`src/rtl/multicycle_seq_ctrl.sv`:
```
// -----------------------------------------------------------------------------
// multicycle_seq_ctrl
//
// Sequencer for the multi-cycle, single-issue MIPS datapath. It steps each
// instruction through FETCH / DECODE / EXEC / MEM / WB and drives the
// per-cycle datapath write enables and memory requests. Static decode stays in
// the combinational decoder. This block only latches the decoder's
// MemRead / MemWrite / RegWrite in DECODE, times out stalled memory accesses,
// and counts retired instructions.
//
// Handshake: imemReq / dmemReq are held high for every cycle spent in
// FETCH / MEM. The matching ack completes the access in the cycle in which it
// is seen together with its request. An ack that arrives while its request is
// low is ignored. irWrite, pcWrite and mdrWrite are qualified by that
// same-cycle ack.
//
// Parameters
//   MEM_TIMEOUT  cycles allowed for an ack before FAULT (0 = wait forever)
//   CNT_W        width of the retired-instruction counter
//
// Ports
//   clk, rst_n              rising-edge clock, asynchronous active-low reset
//   run                     level; permits fetching the next instruction
//   clearFault              pulse; returns FAULT to IDLE
//   opcode                  IR[31:26], stable from DECODE onward
//   ctrlMemRead/Write,
//   ctrlRegWrite            decoder outputs for the current IR
//   imemReq / imemAck       instruction fetch request / data valid
//   dmemReq / dmemWe /
//   dmemAck                 data request, 1=store 0=load, ack
//   irWrite, pcWrite,
//   aluOutWrite, mdrWrite,
//   regWriteEn              datapath write strobes
//   fault, faultCode        FAULT indication; 01 illegal op, 10 imem timeout,
//                           11 dmem timeout
//   state                   current FSM state (IDLE=0 .. FAULT=6)
//   instret                 retired instruction count; wraps to 0
// -----------------------------------------------------------------------------
module multicycle_seq_ctrl #(
    parameter int MEM_TIMEOUT = 16,
    parameter int CNT_W       = 32
) (
    input  logic             clk,
    input  logic             rst_n,
    input  logic             run,
    input  logic             clearFault,
    input  logic [5:0]       opcode,
    input  logic             ctrlMemRead,
    input  logic             ctrlMemWrite,
    input  logic             ctrlRegWrite,
    output logic             imemReq,
    input  logic             imemAck,
    output logic             dmemReq,
    output logic             dmemWe,
    input  logic             dmemAck,
    output logic             irWrite,
    output logic             pcWrite,
    output logic             aluOutWrite,
    output logic             mdrWrite,
    output logic             regWriteEn,
    output logic             fault,
    output logic [1:0]       faultCode,
    output logic [2:0]       state,
    output logic [CNT_W-1:0] instret
);

    typedef enum logic [2:0] {
        S_IDLE   = 3'd0,
        S_FETCH  = 3'd1,
        S_DECODE = 3'd2,
        S_EXEC   = 3'd3,
        S_MEM    = 3'd4,
        S_WB     = 3'd5,
        S_FAULT  = 3'd6
    } state_t;

    // The wait counter only has to reach MEM_TIMEOUT-1.
    localparam int WAIT_W = (MEM_TIMEOUT > 2) ? $clog2(MEM_TIMEOUT) : 1;
    localparam logic [WAIT_W-1:0] WAIT_LAST =
        (MEM_TIMEOUT > 0) ? WAIT_W'(MEM_TIMEOUT - 1) : '0;
    localparam bit TIMEOUT_EN = (MEM_TIMEOUT > 0);

    state_t            state_q, state_d;
    logic [WAIT_W-1:0] wait_q, wait_d;
    logic [1:0]        code_q, code_d;
    logic [CNT_W-1:0]  instret_q;
    logic              mem_read_q, mem_write_q, reg_write_q;
    logic              latch_ctrl;
    logic              retire;
    logic              wait_expired;

    function automatic logic legal_opcode(input logic [5:0] op);
        case (op)
            6'h00, 6'h08, 6'h09, 6'h0A, 6'h0B, 6'h0C,
            6'h0D, 6'h0E, 6'h0F, 6'h23, 6'h2B: legal_opcode = 1'b1;
            default:                           legal_opcode = 1'b0;
        endcase
    endfunction

    // This cycle is the last one in which an ack is still accepted.
    assign wait_expired = TIMEOUT_EN && (wait_q == WAIT_LAST);

    always_comb begin
        state_d     = state_q;
        wait_d      = wait_q;
        code_d      = code_q;
        latch_ctrl  = 1'b0;
        retire      = 1'b0;
        imemReq     = 1'b0;
        dmemReq     = 1'b0;
        dmemWe      = 1'b0;
        irWrite     = 1'b0;
        pcWrite     = 1'b0;
        aluOutWrite = 1'b0;
        mdrWrite    = 1'b0;
        regWriteEn  = 1'b0;

        case (state_q)
            S_IDLE: begin
                if (run) begin
                    state_d = S_FETCH;
                    wait_d  = '0;
                end
            end
            S_FETCH: begin
                imemReq = 1'b1;
                if (imemAck) begin
                    irWrite = 1'b1;
                    pcWrite = 1'b1;
                    state_d = S_DECODE;
                end else if (wait_expired) begin
                    state_d = S_FAULT;
                    code_d  = 2'b10;
                end else begin
                    wait_d = wait_q + WAIT_W'(1);
                end
            end
            S_DECODE: begin
                if (legal_opcode(opcode)) begin
                    latch_ctrl = 1'b1;
                    state_d    = S_EXEC;
                end else begin
                    state_d = S_FAULT;
                    code_d  = 2'b01;
                end
            end
            S_EXEC: begin
                aluOutWrite = 1'b1;
                if (mem_read_q || mem_write_q) begin
                    state_d = S_MEM;
                    wait_d  = '0;
                end else if (reg_write_q) begin
                    state_d = S_WB;
                end else begin
                    retire = 1'b1;
                end
            end
            S_MEM: begin
                dmemReq = 1'b1;
                dmemWe  = mem_write_q;
                if (dmemAck) begin
                    if (mem_write_q) begin
                        retire = 1'b1;
                    end else begin
                        mdrWrite = 1'b1;
                        state_d  = S_WB;
                    end
                end else if (wait_expired) begin
                    state_d = S_FAULT;
                    code_d  = 2'b11;
                end else begin
                    wait_d = wait_q + WAIT_W'(1);
                end
            end
            S_WB: begin
                regWriteEn = 1'b1;
                retire     = 1'b1;
            end
            S_FAULT: begin
                if (clearFault) begin
                    state_d = S_IDLE;
                    code_d  = 2'b00;
                end
            end
            default: begin
                state_d = S_IDLE;
            end
        endcase

        // Retirement always completes the instruction; run only decides
        // whether the next one is fetched.
        if (retire) begin
            state_d = run ? S_FETCH : S_IDLE;
            wait_d  = '0;
        end
    end

    always_ff @(posedge clk or negedge rst_n) begin
        if (!rst_n) begin
            state_q     <= S_IDLE;
            wait_q      <= '0;
            code_q      <= 2'b00;
            instret_q   <= '0;
            mem_read_q  <= 1'b0;
            mem_write_q <= 1'b0;
            reg_write_q <= 1'b0;
        end else begin
            state_q <= state_d;
            wait_q  <= wait_d;
            code_q  <= code_d;
            if (retire) begin
                instret_q <= instret_q + CNT_W'(1);
            end
            if (latch_ctrl) begin
                mem_read_q  <= ctrlMemRead;
                mem_write_q <= ctrlMemWrite;
                reg_write_q <= ctrlRegWrite;
            end
        end
    end

    assign state     = state_q;
    assign fault     = (state_q == S_FAULT);
    assign faultCode = code_q;
    assign instret   = instret_q;

endmodule
```
`config.mk`:
```
export PLATFORM = sky130hd
export DESIGN_NAME = multicycle_seq_ctrl
export DESIGN_NICKNAME = d
export VERILOG_FILES = /design/src/rtl/multicycle_seq_ctrl.sv
export SDC_FILE = /design/constraint.sdc
export NUM_CORES = 1
export LEC_CHECK = 0
export CAP_MARGIN = 10
export CORE_UTILIZATION = 40
export DETAILED_ROUTE_END_ITERATION = 6
export DONT_BUFFER_PORTS = 1
export SYNTH_ARGS = -nofsm -noshare
export SYNTH_HDL_FRONTEND = slang
export SYNTH_SLANG_ARGS = --single-unit
```
`constraint.sdc`:
```
create_clock -name clk -period 2.1 [get_ports clk]
set_input_delay 0.42 -clock clk [delete_from_list [all_inputs] [get_ports clk]]
set_output_delay 0.42 -clock clk [all_outputs]
set_load 0.01 [all_outputs]
```
==> flow_summary.yaml <==
grt:
  busiest_layer: "met2"
  gr-usage-met2_pct: 28.3
  grt_pass1_vias: 1792
  grt-ovfl-total: 0
  grt_max_degree: 45
  grt_first_pass_wirelength_um: 8650
  gr-usage-met3_pct: 4.14
  grtUsageTotal_pct: 17.7
  grt.met1_usage_pct: 24.0
  antenna_found_initial: 0
synthesis:
  ys_seq_elements: 44
  synthFlopType: "dfrtp_1"
  syn_avg_cell_area_um2: 9.80
  async_reset_ff_share_pct: 100
  synthTopCellsByCount: "44 x dfrtp_1, 22 x nand2_1, 22 x nor2_1, 17 x xnor2_1, 15 x nand3_1"
  synth_area_leader_cell: "dfrtp_1"
  syn_nets: 258
  seq_area_frac_synth_pct: 46.6
  ys.warnings.count: 0
  synth_top_area_share_pct: 46.6
  synth_edf_count: 0
  synth.distinct_cells: 47
  yosysMostFrequentCell: "dfrtp_1"
  synthTopCellsByArea: "dfrtp_1 47%, xnor2_1 6.3%, xor2_1 5.2%"
  synthCells: 241
  synthesis.area_mm2: 0.00236
worst_hold_path:
  hold_path_class: "in2reg"
  min_from: "imemAck"
placed_design:
  dp_hpwl_um: 3710
  dpl.cell_count: 321
  port_buffers: 0
  placed_area_mm2: 0.00251
  place_congestion: 0.814
worst_setup_path:
  crit_path_max_fanout: 18
  rr_startpoint: "state[0]"
  critical_path.endpoint: "dmemWe"
  r2r_slack_ns: 0.22
  worstSetupPathType: "reg2out"
  cp-end-kind: "output pin"
  start_kind: "flop"
  worstPathRequired_ns: 1.68
  cp_data_arrival_time_ns: 1.56
  cp.depth: 4
  cp_cell_sequence: "buf_4 -> nor3b_2 -> buf_4 -> and2_1"
  reg2reg_depth: 5
  cpMostUsedCell: "buf_4"
  critPathMaxStageDelay_ns: 0.38
  r2r_end: "instret[30]"
  crit_slowest_cell: "dfrtp_1"
  critPathLaunch: "state[2]"
  critPathTopFamily: "simple AND/OR/NAND/NOR gates"
  critPathBufInv: 2
clocking:
  clockBufferDepth: 2
  clkLatencyLatePin_ns: 0.30
  cts_root_buffer: "clkbuf_8"
  clkSinkCount: 44
  cts_buffers: 5
  cts_setup_buffers: 0
  cts_tree: "built"
  htreeDepth: 2
  clkTransAtPathRegs_ns: 0.09
route:
  antenna_left: 0
  viasPerCell: 5.46
  dr.first_iter.drc_count: 99
  wl_um: 5100
  routedWlPerCell_um: 15.4
  first_pass_iters: 4
  drcViolationCount: 0
  vias: 1807
cells_and_area:
  nets: 275
  fin_area_mm2: 0.00269
  drive_gt1_share_pct: 15.8
  fin_cells: 331
  nFillCells: 551
  seqCellArea_mm2: 0.00110
  antennaDiodeCount: 0
  final_util_pct: 47.9
  area_growth_pct: 13.8
  multi_input_area_mm2: 0.00121
sta:
  timing.final.crit_share_pct: 94.5
  tightestPinTransition_ns: 0.448
  fmax_mhz: 504
  slew_headroom_pct: 69.9
  rsz0062_at_grt: "no"
  finalSetupViolCount: 0
  whs_ns: 0.246
  hold_viol: 0
  fin_setup_tns_ns: 0
  fin_skew_ns: 0.00901
  min_period_ns: 1.98
  slew_viol_final: 0
floorplan:
  core_mm2: 0.00561
  die_h_um: 78.8
  rows: 27
  io_pins: 61
  die_area_mm2: 0.00621
  fp.dieW_um: 78.8
  initial_core_util_pct: 42.1
pwr:
  p_leak_nw: 1.20
  ir_drop_uv: 475
  power_density_mw_per_mm2: 1030
run:
  cap_violations: 0
status:
  status: "finished, final reports clean"
==> where the power goes <==
group          leakage, nW  internal [W]  switching (W)
Sequential           0.564      0.000971       0.000176
Combinational        0.584      0.000425       0.000539
Clock               0.0548      0.000359       0.000308
Total                 1.20       0.00176        0.00102
==> timing repair <==
item,CTS,global route
gates cloned,0,0
setup endpoints to repair,2,15
endpoints found under the hold margin,44,0
pin swaps,0,0
gates resized for setup,1,4
hold buffers,2,0
==> per-layer routing <==
metal  up-vias  share of wire, %
met4         0              0.94
li1        885                 -
met2        53                46
met3         4               5.9
met1       865                47
met5         -                 0
==> per-stage QoR <==
stage	power, W	worst slack, ns
global placement	0.00207	0.119
global route	0.00296	0.0108
finish	0.00278	0.115
CTS	0.00278	0.0325
floorplan	0.00182	0.101
detailed placement	0.00207	0.0389
==> flip-flops by register name (all words and copies together) (netlist names) <==
name / count
wait_q: 4
mem_read_q: 1
state: 3
faultCode: 2
reg_write_q: 1
mem_write_q: 1
instret: 32
==> cells by family (layout without fill, tap and decap cells) <==
logic type               Yosys count  count (layout)  synth area share, %
AO/OA/AOI/OAI                     37              37                 10.8
XOR/XNOR                          31              31                 11.5
adder cells (fa/ha/maj)            2               2                 1.06
buffers and inverters             13              31                 2.97
flip-flops                        44              44                 46.6
multiplexers                       3               3                 1.43
AND/OR/NAND/NOR                  111             111                 25.6
==> worst min-delay path by stage <==
stage / to / slack, ns / depth (start not counted)
floorplan: faultCode[0] / 0.12 / 0
global placement: faultCode[0] / 0.13 / 0
detailed placement: faultCode[0] / 0.13 / 0
CTS: state[0] / 0.24 / 1
global route: state[0] / 0.24 / 1
finish: state[0] / 0.25 / 1
==> final cells by class <==
type / count / area share (%)
Multi-Input combinational cell: 184 / 45.1
Clock buffer: 5 / 2.56
Clock inverter: 3 / 1.72
Tap cell: 72 / 3.35
Inverter: 7 / 0.978
Sequential cell: 44 / 41.0
Timing Repair Buffer: 16 / 5.31
==> layout by cell type, fill, tap and decap left out, drive strengths merged, types with 3 or more instances in the layout <==
cell type / count
nand2: 22
o21ai: 7
a21oi: 10
o211ai: 4
nand4: 7
buf: 15
mux2: 3
xnor2: 17
nor3: 13
and3: 3
nor3b: 6
clkbuf: 5
nand2b: 7
dfrtp: 44
nor2: 22
inv: 8
xor2: 14
and2: 5
nand3: 15
==> worst register-to-register path, cell delays in order (launching register included) <==
cell and delay [ns]:
dfrtp_1 0.50, nor3b_1 0.38, o2bb2ai_2 0.28, nand2_2 0.20, nor3_1 0.29, xor2_1 0.17
No activity file was read; power rests on OpenSTA's default activity.
